--- src/rtl/prbs_checker_par.sv ---
// prbs_checker_par
//   Self-synchronising parallel PRBS checker (PRBS7/15/23/31, selectable at
//   run time). Each bit is predicted from previously received bits, so a
//   clean stream locks without seeding. The checker reports bit-error and
//   checked-bit counts for BER measurement.
//
//   state   | meaning
//   --------+-----------------------------------------------------------
//   SEARCH  | counting consecutive clean, non-zero words toward lock
//   LOCKED  | counting errors/bits; consecutive errored words unlock
//
// Ports
//   clk       clock
//   rst       asynchronous reset, active-high
//   prbs_sel  0=x^7+x^6+1, 1=x^15+x^14+1, 2=x^23+x^18+1, 3=x^31+x^28+1
//   data_in   received word, data_in[0] is the earliest-received bit
//   data_vld  data_in valid this cycle
//   cnt_clr   synchronous clear of err_cnt and bit_cnt
//   locked    checker is in LOCKED
//   err_flag  last valid word had at least one error
//   err_cnt   errored bits counted while locked (saturating)
//   bit_cnt   bits checked while locked (saturating)

module prbs_checker_par #(
  parameter int DW         = 1,
  parameter int LOCK_CNT   = 16,
  parameter int UNLOCK_CNT = 4,
  parameter int CNT_W      = 32
) (
  input  logic             clk,
  input  logic             rst,
  input  logic [1:0]       prbs_sel,
  input  logic [DW-1:0]    data_in,
  input  logic             data_vld,
  input  logic             cnt_clr,
  output logic             locked,
  output logic             err_flag,
  output logic [CNT_W-1:0] err_cnt,
  output logic [CNT_W-1:0] bit_cnt
);

  localparam int EW = $clog2(DW + 1);
  localparam int CW = $clog2(LOCK_CNT + 1);
  localparam int UW = $clog2(UNLOCK_CNT + 1);

  typedef enum logic {
    S_SEARCH = 1'b0,
    S_LOCKED = 1'b1
  } state_t;

  state_t          state, state_nxt;
  logic [CW-1:0]   clean_run, clean_nxt;
  logic [UW-1:0]   err_run, err_run_nxt;
  logic [30:0]     hist;
  logic [30:0]     hist_nxt;
  logic [1:0]      sel_q;
  logic            sel_chg;

  // Received-bit window: win[30] is the most recent history bit, win[0] the
  // oldest; the new word sits above it with data_in[0] at win[31]. Bit j of
  // the word then finds its n-back tap at win[31+j-n], which may lie inside
  // the same word, so later bits are predicted from earlier ones.
  logic [30+DW:0]  win;
  logic [DW-1:0]   pred7, pred15, pred23, pred31, pred;
  logic [DW-1:0]   err_vec;
  logic [EW-1:0]   err_num;
  logic            qual;
  logic            count_en;
  logic [CNT_W:0]  err_sum;
  logic [CNT_W:0]  bit_sum;

  assign win      = {data_in, hist};
  assign hist_nxt = win[DW+30:DW];

  for (genvar j = 0; j < DW; j++) begin : g_pred
    assign pred7[j]  = win[24+j] ^ win[25+j];
    assign pred15[j] = win[16+j] ^ win[17+j];
    assign pred23[j] = win[8+j]  ^ win[13+j];
    assign pred31[j] = win[j]    ^ win[3+j];
  end

  always_comb begin
    pred = pred7;
    case (prbs_sel)
      2'd0:    pred = pred7;
      2'd1:    pred = pred15;
      2'd2:    pred = pred23;
      default: pred = pred31;
    endcase
  end

  assign err_vec = data_in ^ pred;
  assign err_num = EW'($countones(err_vec));

  // An all-zero history satisfies every recurrence trivially, so a word only
  // counts toward lock if the history it leaves behind is non-zero.
  assign qual    = (err_num == '0) && (hist_nxt != '0);
  assign sel_chg = (prbs_sel != sel_q);

  always_comb begin
    state_nxt   = state;
    clean_nxt   = clean_run;
    err_run_nxt = err_run;
    if (sel_chg) begin
      state_nxt   = S_SEARCH;
      clean_nxt   = '0;
      err_run_nxt = '0;
    end else if (data_vld) begin
      case (state)
        S_SEARCH: begin
          if (qual) begin
            if (clean_run == CW'(LOCK_CNT - 1)) begin
              state_nxt   = S_LOCKED;
              clean_nxt   = '0;
              err_run_nxt = '0;
            end else begin
              clean_nxt = clean_run + CW'(1);
            end
          end else begin
            clean_nxt = '0;
          end
        end
        S_LOCKED: begin
          if (err_num != '0) begin
            if (err_run == UW'(UNLOCK_CNT - 1)) begin
              state_nxt   = S_SEARCH;
              clean_nxt   = '0;
              err_run_nxt = '0;
            end else begin
              err_run_nxt = err_run + UW'(1);
            end
          end else begin
            err_run_nxt = '0;
          end
        end
        default: state_nxt = S_SEARCH;
      endcase
    end
  end

  // The word that arrives with a polynomial change is judged against the
  // wrong recurrence, so it is never counted.
  assign count_en = data_vld && (state == S_LOCKED) && !sel_chg;
  assign err_sum  = {1'b0, err_cnt} + (CNT_W+1)'(err_num);
  assign bit_sum  = {1'b0, bit_cnt} + (CNT_W+1)'(DW);

  always_ff @(posedge clk or posedge rst) begin
    if (rst) begin
      state     <= S_SEARCH;
      clean_run <= '0;
      err_run   <= '0;
      hist      <= '0;
      sel_q     <= '0;
      err_flag  <= 1'b0;
      err_cnt   <= '0;
      bit_cnt   <= '0;
    end else begin
      state     <= state_nxt;
      clean_run <= clean_nxt;
      err_run   <= err_run_nxt;
      sel_q     <= prbs_sel;
      if (data_vld) begin
        hist     <= hist_nxt;
        err_flag <= (err_num != '0);
      end
      if (cnt_clr) begin
        err_cnt <= '0;
        bit_cnt <= '0;
      end else if (count_en) begin
        err_cnt <= err_sum[CNT_W] ? '1 : err_sum[CNT_W-1:0];
        bit_cnt <= bit_sum[CNT_W] ? '1 : bit_sum[CNT_W-1:0];
      end
    end
  end

  assign locked = (state == S_LOCKED);

endmodule

--- config.mk ---
export PLATFORM = sky130hd
export DESIGN_NAME = prbs_checker_par
export DESIGN_NICKNAME = d
export VERILOG_FILES = /design/src/rtl/prbs_checker_par.sv
export SDC_FILE = /design/constraint.sdc
export NUM_CORES = 1
export LEC_CHECK = 0
export CAP_MARGIN = 40
export CORE_MARGIN = 2
export CORE_UTILIZATION = 59
export CTS_CLUSTER_SIZE = 20
export DETAILED_ROUTE_END_ITERATION = 8
export GPL_TIMING_DRIVEN = 0
export PLACE_DENSITY = 0.85
export SLEW_MARGIN = 20
export SYNTH_ARGS = -nofsm -noshare
export SYNTH_HDL_FRONTEND = slang
export SYNTH_SLANG_ARGS = --single-unit
--- constraint.sdc ---
create_clock -name clk -period 8.2 [get_ports clk]
set_input_delay 2.46 -clock clk [delete_from_list [all_inputs] [get_ports clk]]
set_output_delay 2.46 -clock clk [all_outputs]
set_load 0.02 [all_outputs]
==> out/results.tsv, run 1 <==
metric	value	unit
status	finished clean	
Hold Violations, Final	0	
pre-CTS setup slack	2.60	ns
Setup Fix Bufs, Post-CTS	0	
Critical Path Max Stage Delay	0.60	ns
CP max-delay cell	mux4_2	
FMAX	0.191	GHz
CORE AREA	0.00881	mm2
Skew-Pair Late Insertion Delay	0.38	ns
xor/xnor share of the synthesized area	1.97	%
multi-input logic area	0.00258	mm2
Synth cell types	47	
Synth Area in Adders	1.16	%
Synth Flop Type	dfrtp_1	
Synth Area in Simple Gates	22.1	%
GRT Total Usage	29.1	%
Pwr Density	179	mW/mm2
Yosys top cell area share	49.7	%
FP Rows	34	
Die Y	99.6	um
Least-Margin Pin Slew	0.752	ns
number of synthesized register bits	107	
Vias/cell	6.42	
clk root buf	clkbuf_8	
CP startpoint kind	primary input	
Worst setup EP type	flip-flop	
post_cts resized	0	
DR vias	4684	
smallest setup slack after layout	2.97	ns
Setup TNS Final	0	ns
worst-case clock buffer depth	2	
Remaining Overflow, GRT	0	
leading area contributor after synthesis	dfrtp_1	
number of global-route vias before repair	4595	
Worst setup startpoint	prbs_sel[1]	
Synth Area in Compound Gates	14.2	%
Seq/Total Area, Yosys	49.7	%
share of cells above drive strength 1	9.65	%
Pins Over Slew Limit	0	
WP data required	8.49	ns
Final min period	5.23	ns
CTS tree	yes	
# hold bufs at CTS	0	
most frequent cells in the layout	dfrtp_1, clkdlybuf4s50_1, nor2_1	
largest net degree at the start of global routing	70	
post-synthesis net count	546	
Hold Crit Start	clean_run[4]	
Die W	99.6	um
VDD IR-drop max	135	uV
initial antenna violation count	0	
critical path data arrival time	5.52	ns
DRT antenna net count	0	
Ports	73	
Hold WC Path Type	flip-flop to flip-flop	
Crit path buffers/inverters	2	
clock skew	0.0126	ns
# clock sinks	107	
most common cell after layout, fill and taps aside	dfrtp_1	
main combinational cell family by area after synthesis	simple AND/OR/NAND/NOR gates	
kind of critical path	primary input to flip-flop	
Die ar.	0.00992	mm2
Initial Util	61.2	%
Synth Cell Area	0.00539	mm2
Filler Cell Count	638	
Post-Route WL	13.7	mm
EDFF count, synth	0	
leak pwr	2.57	nW
Final HPWL DP	9.69	mm
first-pass GRT wire length	23.1	mm
clock-pin slew on the worst setup and hold paths	0.11	ns
I/O Buffers	70	
post-synthesis instance total	534	
Yosys Warn Count	0	
register area	0.00268	mm2
critical-path cell list	clkdlybuf4s50_1 > mux4_2 > xnor2_4 > ha_1 > clkbuf_1 > nand3_1 > nand4_1 > nor3b_1	
Final setup viols	0	
RSZ-0062 raised after global routing	false	
mux cell area share after synthesis	8.49	%
syn avg cell area	10.1	um2
routed len/inst	18.7	um
gp weighted congestion	0.957	
Area Growth Syn to Fin	19.6	%
CTS HTree Levels	3	
Final #Nets	629	
max cap viols	0	
worst rel slew slack	49.1	%
CTS buffer count	9	
DRC	0	
crit-path leading delay family	buffers and inverters	
top cells by area, synth	dfrtp_1, mux2_2, nor2_1	
crit-path max FO	10	
Synth async-reset ratio	100	%
r2r startpoint	hist[3]	
Final Cycle Share	63.7	%
drt initial violations	303	
antenna cell count	0	
Pre-Repair DR Iteration Count	5	
## synthesized netlist by cell type, types with 14 or more instances
cell type	instances
dfrtp_1	107
nor2_1	52
a21oi_1	34
mux2_2	32
nand2_1	27
nand3_1	27
and3_1	24
nor3_1	23
a211oi_1	19
clkbuf_1	19
and4_1	17
a31oi_1	15
o21a_1	15
nand4_1	14
## flip-flops by register name, indices dropped and copies added, names as in the netlist
name / count
err_cnt: 32
locked: 1
clean_run: 5
bit_cnt: 32
hist: 31
err_flag: 1
sel_q: 2
err_run: 3
## metrics by stage
| stage | area, um2 | hold slack (ns) | power (mW) | instances | utilization [%] |
|---|---|---|---|---|---|
| after floorplan | 5390 | 0.465 | 0.789 | 534 | - |
| after global placement | 6230 | 0.489 | 0.828 | 712 | 70.7 |
| after detailed placement | 6260 | 0.489 | 0.850 | 713 | 71.1 |
| after CTS | 6450 | 0.516 | 1.16 | 729 | 73.2 |
| after global routing | 6450 | 0.538 | 1.20 | 730 | 73.3 |
| final | 6450 | 0.521 | 1.16 | 730 | 73.3 |
## power breakdown
group | switching (mW) | internal (mW)
registers | 0.0577 | 0.593
logic | 0.0859 | 0.100
clock network | 0.202 | 0.117
total | 0.346 | 0.810
## logic make-up (layout without fill, tap and decap cells)
logic type,Yosys count,count (layout)
and+or+nand+nor,221,221
AOI/OAI and AO/OA,116,116
DFF,107,107
muxes,40,40
buffers and inverters,35,123
xor gates and xnor gates,10,10
adders and majority gates,5,5
## routing by layer
metal	track usage, %	part of all wire (%)
met5	0	0
met4	10.7	2.1
met3	4.36	6.7
met2	44.7	47
met1	42.5	44
## final cells by class
cell class / instances / share of cell area (%)
Sequential cell: 107 / 41.5
Clock inverter: 7 / 0.950
Tap cell: 108 / 2.09
Buffer: 25 / 1.47
Multi-Input combinational cell: 392 / 40.0
Inverter: 10 / 0.659
Timing Repair Buffer: 72 / 11.4
Clock buffer: 9 / 1.92
## worst paths after layout
path	cells after the start	slack, ns	endpoint
worst max-delay path	8	2.97	err_cnt[12]
worst min-delay path	1	0.52	clean_run[4]
worst max register to register	8	5.10	err_cnt[12]
worst min register to register	1	0.52	clean_run[4]
max in group asynchronous	3	5.12	err_cnt[17]
min in group asynchronous	2	2.43	err_flag
Power figures use the tool's default switching activity.
==> run 2, diff against run 1 <==
--- a/config.mk
+++ b/config.mk
@@ -7,11 +7,11 @@
 export LEC_CHECK = 0
 export CAP_MARGIN = 40
 export CORE_MARGIN = 2
-export CORE_UTILIZATION = 59
+export CORE_UTILIZATION = 55
 export CTS_CLUSTER_SIZE = 20
 export DETAILED_ROUTE_END_ITERATION = 8
 export GPL_TIMING_DRIVEN = 0
-export PLACE_DENSITY = 0.85
+export PLACE_DENSITY = 0.8
 export SLEW_MARGIN = 20
 export SYNTH_ARGS = -nofsm -noshare
 export SYNTH_HDL_FRONTEND = slang
==> constraint.sdc (replaced) <==
create_clock -name clk -period 4.85 [get_ports clk]
set_input_delay 1.455 -clock clk [delete_from_list [all_inputs] [get_ports clk]]
set_output_delay 1.455 -clock clk [all_outputs]
set_load 0.02 [all_outputs]
==> out/results.tsv, run 2 (synthesis results as in run 1) <==
metric	value	unit	change
Die ar.	0.0106	mm2	was 0.00992 mm2
Reg2Reg Capture Point	err_cnt[14]		was err_cnt[12]
CORE AREA	0.00964	mm2	was 0.00881 mm2
Remaining Overflow, GRT	0		unchanged
multi-input logic area	0.00258	mm2	unchanged
Worst setup EP type	flip-flop		unchanged
CTS buffer count	9		unchanged
# clock sinks	107		unchanged
RSZ-0062 raised after global routing	false		unchanged
Pre-Repair DR Iteration Count	5		unchanged
Final setup viols	0		unchanged
final core occ	67.4	%	was 73.3%
Die Y	103	um	was 99.6 um
initial antenna violation count	0		unchanged
CP startpoint kind	primary input		unchanged
cell area after placement	0.00629	mm2	was 0.00626 mm2
I/O Buffers	70		unchanged
combinational power share	15.7	%	was 16.1%
clock-pin slew on the worst setup and hold paths	0.10	ns	was 0.11 ns
Final Cycle Share	86.8	%	
Psw	0.546	mW	was 0.346 mW
top flop regs	bit_cnt x32, err_cnt x32, hist x31		unchanged
GRT Total Usage	26.8	%	was 29.1%
clk root buf	clkbuf_8		unchanged
antenna cell count	0		unchanged
smallest setup slack after layout	0.639	ns	was 2.97 ns
hold endpoint	err_cnt[8]		was clean_run[4]
largest net degree at the start of global routing	63		was 70
critical-path cell list	clkdlybuf4s50_1 > mux4_2 > xnor2_4 > ha_1 > clkbuf_1 > nand3_1 > nand3_1 > nor3b_1		was clkdlybuf4s50_1 > mux4_2 > xnor2_4 > ha_1 > clkbuf_1 > nand3_1 > nand4_1 > nor3b_1
part of the power in registers	55.6	%	was 56.3%
clock skew	0.0112	ns	was 0.0126 ns
Final HPWL DP	9.52	mm	was 9.69 mm
DRC	0		unchanged
worst reg2reg path depth	8		unchanged
routed len/inst	17.9	um	was 18.7 um
most used cell, CP	nand3_1		
sw frac	27.7	%	was 29.9%
CTS HTree Levels	3		unchanged
crit-path max FO	10		unchanged
most common cell after layout, fill and taps aside	dfrtp_1		unchanged
Filler Cell Count	765		was 638
r2r startpoint	hist[3]		unchanged
post_cts resized	0		unchanged
Pint	1.43	mW	was 0.810 mW
Post-Route WL	13.5	mm	was 13.7 mm
Clock power frac	28.7	%	was 27.6%
number of cells on the worst hold path	1		unchanged
pre-CTS setup slack	0.290	ns	was 2.60 ns
Final #Nets	629		unchanged
Final min period	4.21	ns	
# hold bufs at CTS	0		unchanged
Pwr Density	304	mW/mm2	was 179 mW/mm2
most frequent cells in the layout	dfrtp_1, clkdlybuf4s50_1, nor2_1		unchanged
gp weighted congestion	0.926		was 0.957
number of global-route vias before repair	4508		was 4595
Pins Over Slew Limit	0		unchanged
DR vias	4732		was 4684
leak pwr	2.59	nW	was 2.57 nW
Reg2Reg Setup Slack	1.80	ns	was 5.10 ns
Vias/cell	6.27		was 6.42
Critical Path Max Stage Delay	0.60	ns	about the same
worst-case clock buffer depth	2		unchanged
VDD IR-drop max	190	uV	was 135 uV
share of cells above drive strength 1	9.65	%	unchanged
Setup Fix Bufs, Post-CTS	0		unchanged
kind of critical path	primary input to flip-flop		unchanged
critical path data arrival time	4.49	ns	was 5.52 ns
FP Rows	36		was 34
Hold Violations, Final	0		unchanged
max cap viols	0		unchanged
Ports	73		unchanged
CTS tree	yes		unchanged
Initial Util	55.9	%	was 61.2%
WP data required	5.13	ns	was 8.49 ns
drt initial violations	230		was 303
worst rel slew slack	48.2	%	was 49.1%
Hold Crit Start	err_cnt[8]		was clean_run[4]
Die W	103	um	was 99.6 um
status	finished clean		unchanged
Hold WC Path Type	flip-flop to flip-flop		unchanged
register area	0.00268	mm2	unchanged
Least-Margin Pin Slew	0.770	ns	was 0.752 ns
first-pass GRT wire length	22.1	mm	was 23.1 mm
CP max-delay cell	mux4_2		unchanged
final design area excluding fillers	0.00650	mm2	was 0.00645 mm2
Skew-Pair Late Insertion Delay	0.37	ns	was 0.38 ns
FMAX	0.237	GHz	
Area Growth Syn to Fin	20.5	%	was 19.6%
DRT antenna net count	0		unchanged
-- run 2: cell count changes in the layout (fill, tap and decap cells not counted) --
cell        before  now
inv_6            2    3
bufinv_16        0    1
clkinv_4         2    0
clkinv_2         1    3
clkbuf_8         9   10
clkinvlp_4       1    0
inv_8            2    0
-- run 2: worst max path at each step --
stage	startpoint	end	slack, ns	cells past startpoint
floorplan	rst	bit_cnt[0]	0.58	1
global placement	rst	bit_cnt[13]	-0.92	2
detailed placement	prbs_sel[1]	err_cnt[19]	0.29	8
CTS	prbs_sel[1]	err_cnt[12]	0.67	8
global route	prbs_sel[1]	err_cnt[19]	0.47	8
finish	prbs_sel[1]	err_cnt[14]	0.64	8
-- run 2: layer usage --
layer	track usage [%]	share of wire [%]	vias to the layer above
met5	0	0	-
met4	9.41	1.7	0
met3	5.15	7.0	20
met2	42.6	49	203
met1	37.1	43	2340
li1	-	-	2169
-- run 2: final cells by class --
class | instances | share of cell area, %
Buffer | 25 | 1.46
Tap cell | 133 | 2.56
Inverter | 10 | 0.655
Timing Repair Buffer | 72 | 11.3
Clock buffer | 10 | 2.12
Multi-Input combinational cell | 392 | 39.7
Clock inverter | 6 | 0.963
Sequential cell | 107 | 41.2
-- run 2: power by group through the flow --
stage | Clock [mW] | Combinational (mW) | Sequential [mW]
final | 0.566 | 0.310 | 1.10
after global routing | 0.607 | 0.344 | 1.12
after CTS | 0.570 | 0.316 | 1.10
after detailed placement | 0 | 0.315 | 1.12
after global placement | 0 | 0.297 | 1.11
after floorplan | 0 | 0.242 | 1.09
-- run 2: stage by stage --
step	hold slack (ns)	instances	TNS [ns]	total power [mW]
after global routing	0.545	755	0	2.07
after global placement	0.488	737	-98.20	1.40
after CTS	0.517	754	0	1.98
after floorplan	0.465	534	0	1.33
final	0.508	755	0	1.97
after detailed placement	0.499	738	0	1.43
-- run 2: critical path: cells and delay by family --
| family | cells | cell delay (ns) |
|---|---|---|
| xor+xnor | 1 | 0.31 |
| fa+ha+maj | 1 | 0.30 |
| buf+inv | 2 | 0.95 |
| mux | 1 | 0.60 |
| simple gates | 3 | 0.87 |
==> run 3, diff against run 2 <==
--- a/config.mk
+++ b/config.mk
@@ -7,11 +7,11 @@
 export LEC_CHECK = 0
 export CAP_MARGIN = 40
 export CORE_MARGIN = 2
-export CORE_UTILIZATION = 55
+export CORE_UTILIZATION = 45
 export CTS_CLUSTER_SIZE = 20
 export DETAILED_ROUTE_END_ITERATION = 8
 export GPL_TIMING_DRIVEN = 0
-export PLACE_DENSITY = 0.8
+export PLACE_DENSITY = 0.67
 export SLEW_MARGIN = 20
 export SYNTH_ARGS = -nofsm -noshare
 export SYNTH_HDL_FRONTEND = slang
==> constraint.sdc (replaced) <==
create_clock -name clk -period 5.29 [get_ports clk]
set_input_delay 1.587 -clock clk [delete_from_list [all_inputs] [get_ports clk]]
set_output_delay 1.587 -clock clk [all_outputs]
set_load 0.02 [all_outputs]
==> out/results.tsv, run 3 (synthesis results as in run 1) <==
metric	value	unit	change
# clock sinks	107		unchanged
critical-path cell list	clkdlybuf4s50_1 > mux4_2 > xnor2_4 > ha_1 > clkbuf_1 > nand3_1 > nand4_1 > nor3b_1		was clkdlybuf4s50_1 > mux4_2 > xnor2_4 > ha_1 > clkbuf_1 > nand3_1 > nand3_1 > nor3b_1
drt initial violations	276		was 230
WP data required	5.56	ns	was 5.13 ns
DRT antenna net count	0		unchanged
GRT Total Usage	22.1	%	was 26.8%
Crit path buffers/inverters	2		unchanged
Filler Cell Count	997		was 765
Worst setup EP type	flip-flop		unchanged
final core occ	57.2	%	was 67.4%
register area	0.00268	mm2	unchanged
Ports	73		unchanged
wire length on met3	793	um	was 942 um
Worst setup startpoint	prbs_sel[1]		unchanged
most common cell after layout, fill and taps aside	dfrtp_1		unchanged
Final #Nets	628		was 629
placed insts	748		was 738
uppermost layer routed	met4		unchanged
Setup Fix Bufs, Post-CTS	0		unchanged
gp weighted congestion	0.903		was 0.926
Die ar.	0.0129	mm2	was 0.0106 mm2
critical path data arrival time	4.63	ns	was 4.49 ns
cell area after placement	0.00630	mm2	was 0.00629 mm2
top flop regs	bit_cnt x32, err_cnt x32, hist x31		unchanged
share of cells above drive strength 1	9.50	%	was 9.65%
Pwr Density	301	mW/mm2	was 304 mW/mm2
worst reg2reg path depth	8		unchanged
crit-path max FO	10		unchanged
clock-pin slew on the worst setup and hold paths	0.07	ns	was 0.10 ns
Hold Violations, Final	0		unchanged
first-pass GRT wire length	22.6	mm	was 22.1 mm
final cell count without fillers	764		was 755
r2r startpoint	hist[24]		was hist[3]
pre-CTS setup slack	0.606	ns	was 0.290 ns
Critical Path Max Stage Delay	0.59	ns	was 0.60 ns
DR vias	4617		was 4732
Die Y	113	um	was 103 um
Met2 Wirelength	6.25	mm	was 6.57 mm
number of global-route vias before repair	4398		was 4508
Hold WS	0.505	ns	was 0.508 ns
DRC	0		unchanged
final design area excluding fillers	0.00662	mm2	was 0.00650 mm2
Vias/cell	6.04		was 6.27
I/O Buffers	70		unchanged
Reg2Reg Setup Slack	2.24	ns	was 1.80 ns
leak pwr	2.62	nW	was 2.59 nW
VDD IR-drop max	218	uV	was 190 uV
CTS buffer count	9		unchanged
antenna cell count	0		unchanged
Setup TNS Final	0	ns	unchanged
post_cts resized	0		unchanged
Hold WC Path Type	flip-flop to flip-flop		unchanged
CP max-delay cell	mux4_2		unchanged
Area Growth Syn to Fin	22.7	%	was 20.5%
Final HPWL DP	9.65	mm	was 9.52 mm
CTS HTree Levels	3		unchanged
routed len/inst	17.8	um	was 17.9 um
smallest setup slack after layout	0.924	ns	was 0.639 ns
end of the critical path	err_cnt[19]		was err_cnt[14]
crit-path leading delay family	buffers and inverters		unchanged
Skew-Pair Late Insertion Delay	0.35	ns	was 0.37 ns
Least-Margin Pin Slew	0.866	ns	was 0.770 ns
Die W	113	um	was 103 um
multi-input logic area	0.00258	mm2	unchanged
status	finished clean		unchanged
FP Rows	39		was 36
overall power	1.99	mW	was 1.97 mW
Final min period	4.37	ns	
Final Cycle Share	82.5	%	
Final setup viols	0		unchanged
Post-Route WL	13.6	mm	was 13.5 mm
Initial Util	46.6	%	was 55.9%
worst rel slew slack	41.8	%	was 48.2%
largest net degree at the start of global routing	74		was 63
WL met1	6.32	mm	was 5.76 mm
CORE AREA	0.0116	mm2	was 0.00964 mm2
initial antenna violation count	0		unchanged
Pins Over Slew Limit	0		unchanged
CP startpoint kind	primary input		unchanged
kind of critical path	primary input to flip-flop		unchanged
Pre-Repair DR Iteration Count	5		unchanged
Crit path depth	8		unchanged
FMAX	0.229	GHz	
Remaining Overflow, GRT	0		unchanged
CTS tree	yes		unchanged
worst-case clock buffer depth	2		unchanged
clk root buf	clkbuf_16		was clkbuf_8
# hold bufs at CTS	0		unchanged
Reg2Reg Capture Point	err_cnt[19]		was err_cnt[14]
most frequent cells in the layout	dfrtp_1, clkdlybuf4s50_1, nor2_1		unchanged
clock skew	0.00545	ns	was 0.0112 ns
RSZ-0062 raised after global routing	false		unchanged
max cap viols	0		unchanged
## run 3: changes by cell type in the layout (fill, tap and decap cells not counted), sizes merged
cell,delta
clkinv,-2
clkinvlp,+3
inv,-2
## run 3: report_power, final
| group | internal [mW] | leakage (nW) | total (mW) | switching [mW] |
|---|---|---|---|---|
| clock network | 0.394 | 0.144 | 0.707 | 0.313 |
| logic | 0.155 | 1.04 | 0.284 | 0.129 |
| registers | 0.920 | 1.44 | 1.00 | 0.0829 |
## run 3: worst min-delay path by stage
| stage | startpoint | end | slack [ns] | cells past startpoint |
|---|---|---|---|---|
| floorplan | clean_run[4] | clean_run[4] | 0.47 | 1 |
| global route | err_flag | err_flag | 0.54 | 1 |
| global placement | clean_run[4] | clean_run[4] | 0.49 | 1 |
| finish | err_flag | err_flag | 0.51 | 1 |
| detailed placement | clean_run[4] | clean_run[4] | 0.49 | 1 |
| CTS | err_flag | err_flag | 0.51 | 1 |
## run 3: per-layer routing
| layer | global-route usage [%] | vias to the layer above |
|---|---|---|
| li1 | - | 2169 |
| met1 | 32.0 | 2262 |
| met2 | 33.7 | 166 |
| met3 | 3.45 | 20 |
| met4 | 8.78 | 0 |
| met5 | 0 | - |
## run 3: layout make-up
cell class                 count  area share, %
clock buffer                  11           3.82
multi-input combinational    392           39.0
sequential                   107           40.5
tap                          143           2.70
inverter                      10          0.643
timing repair buffer          71           11.0
clock inverter                 5          0.926
buffer                        25           1.44
## run 3: worst reg2reg max path, delay by kind of cell, from the launching register on
family                     cells  cell delay, ns
xor gates and xnor gates       2            0.47
adders and majority gates      1            0.30
buffers and inverters          1            0.37
DFF                            1            0.42
muxes                          1            0.52
and+or+nand+nor                3            0.88
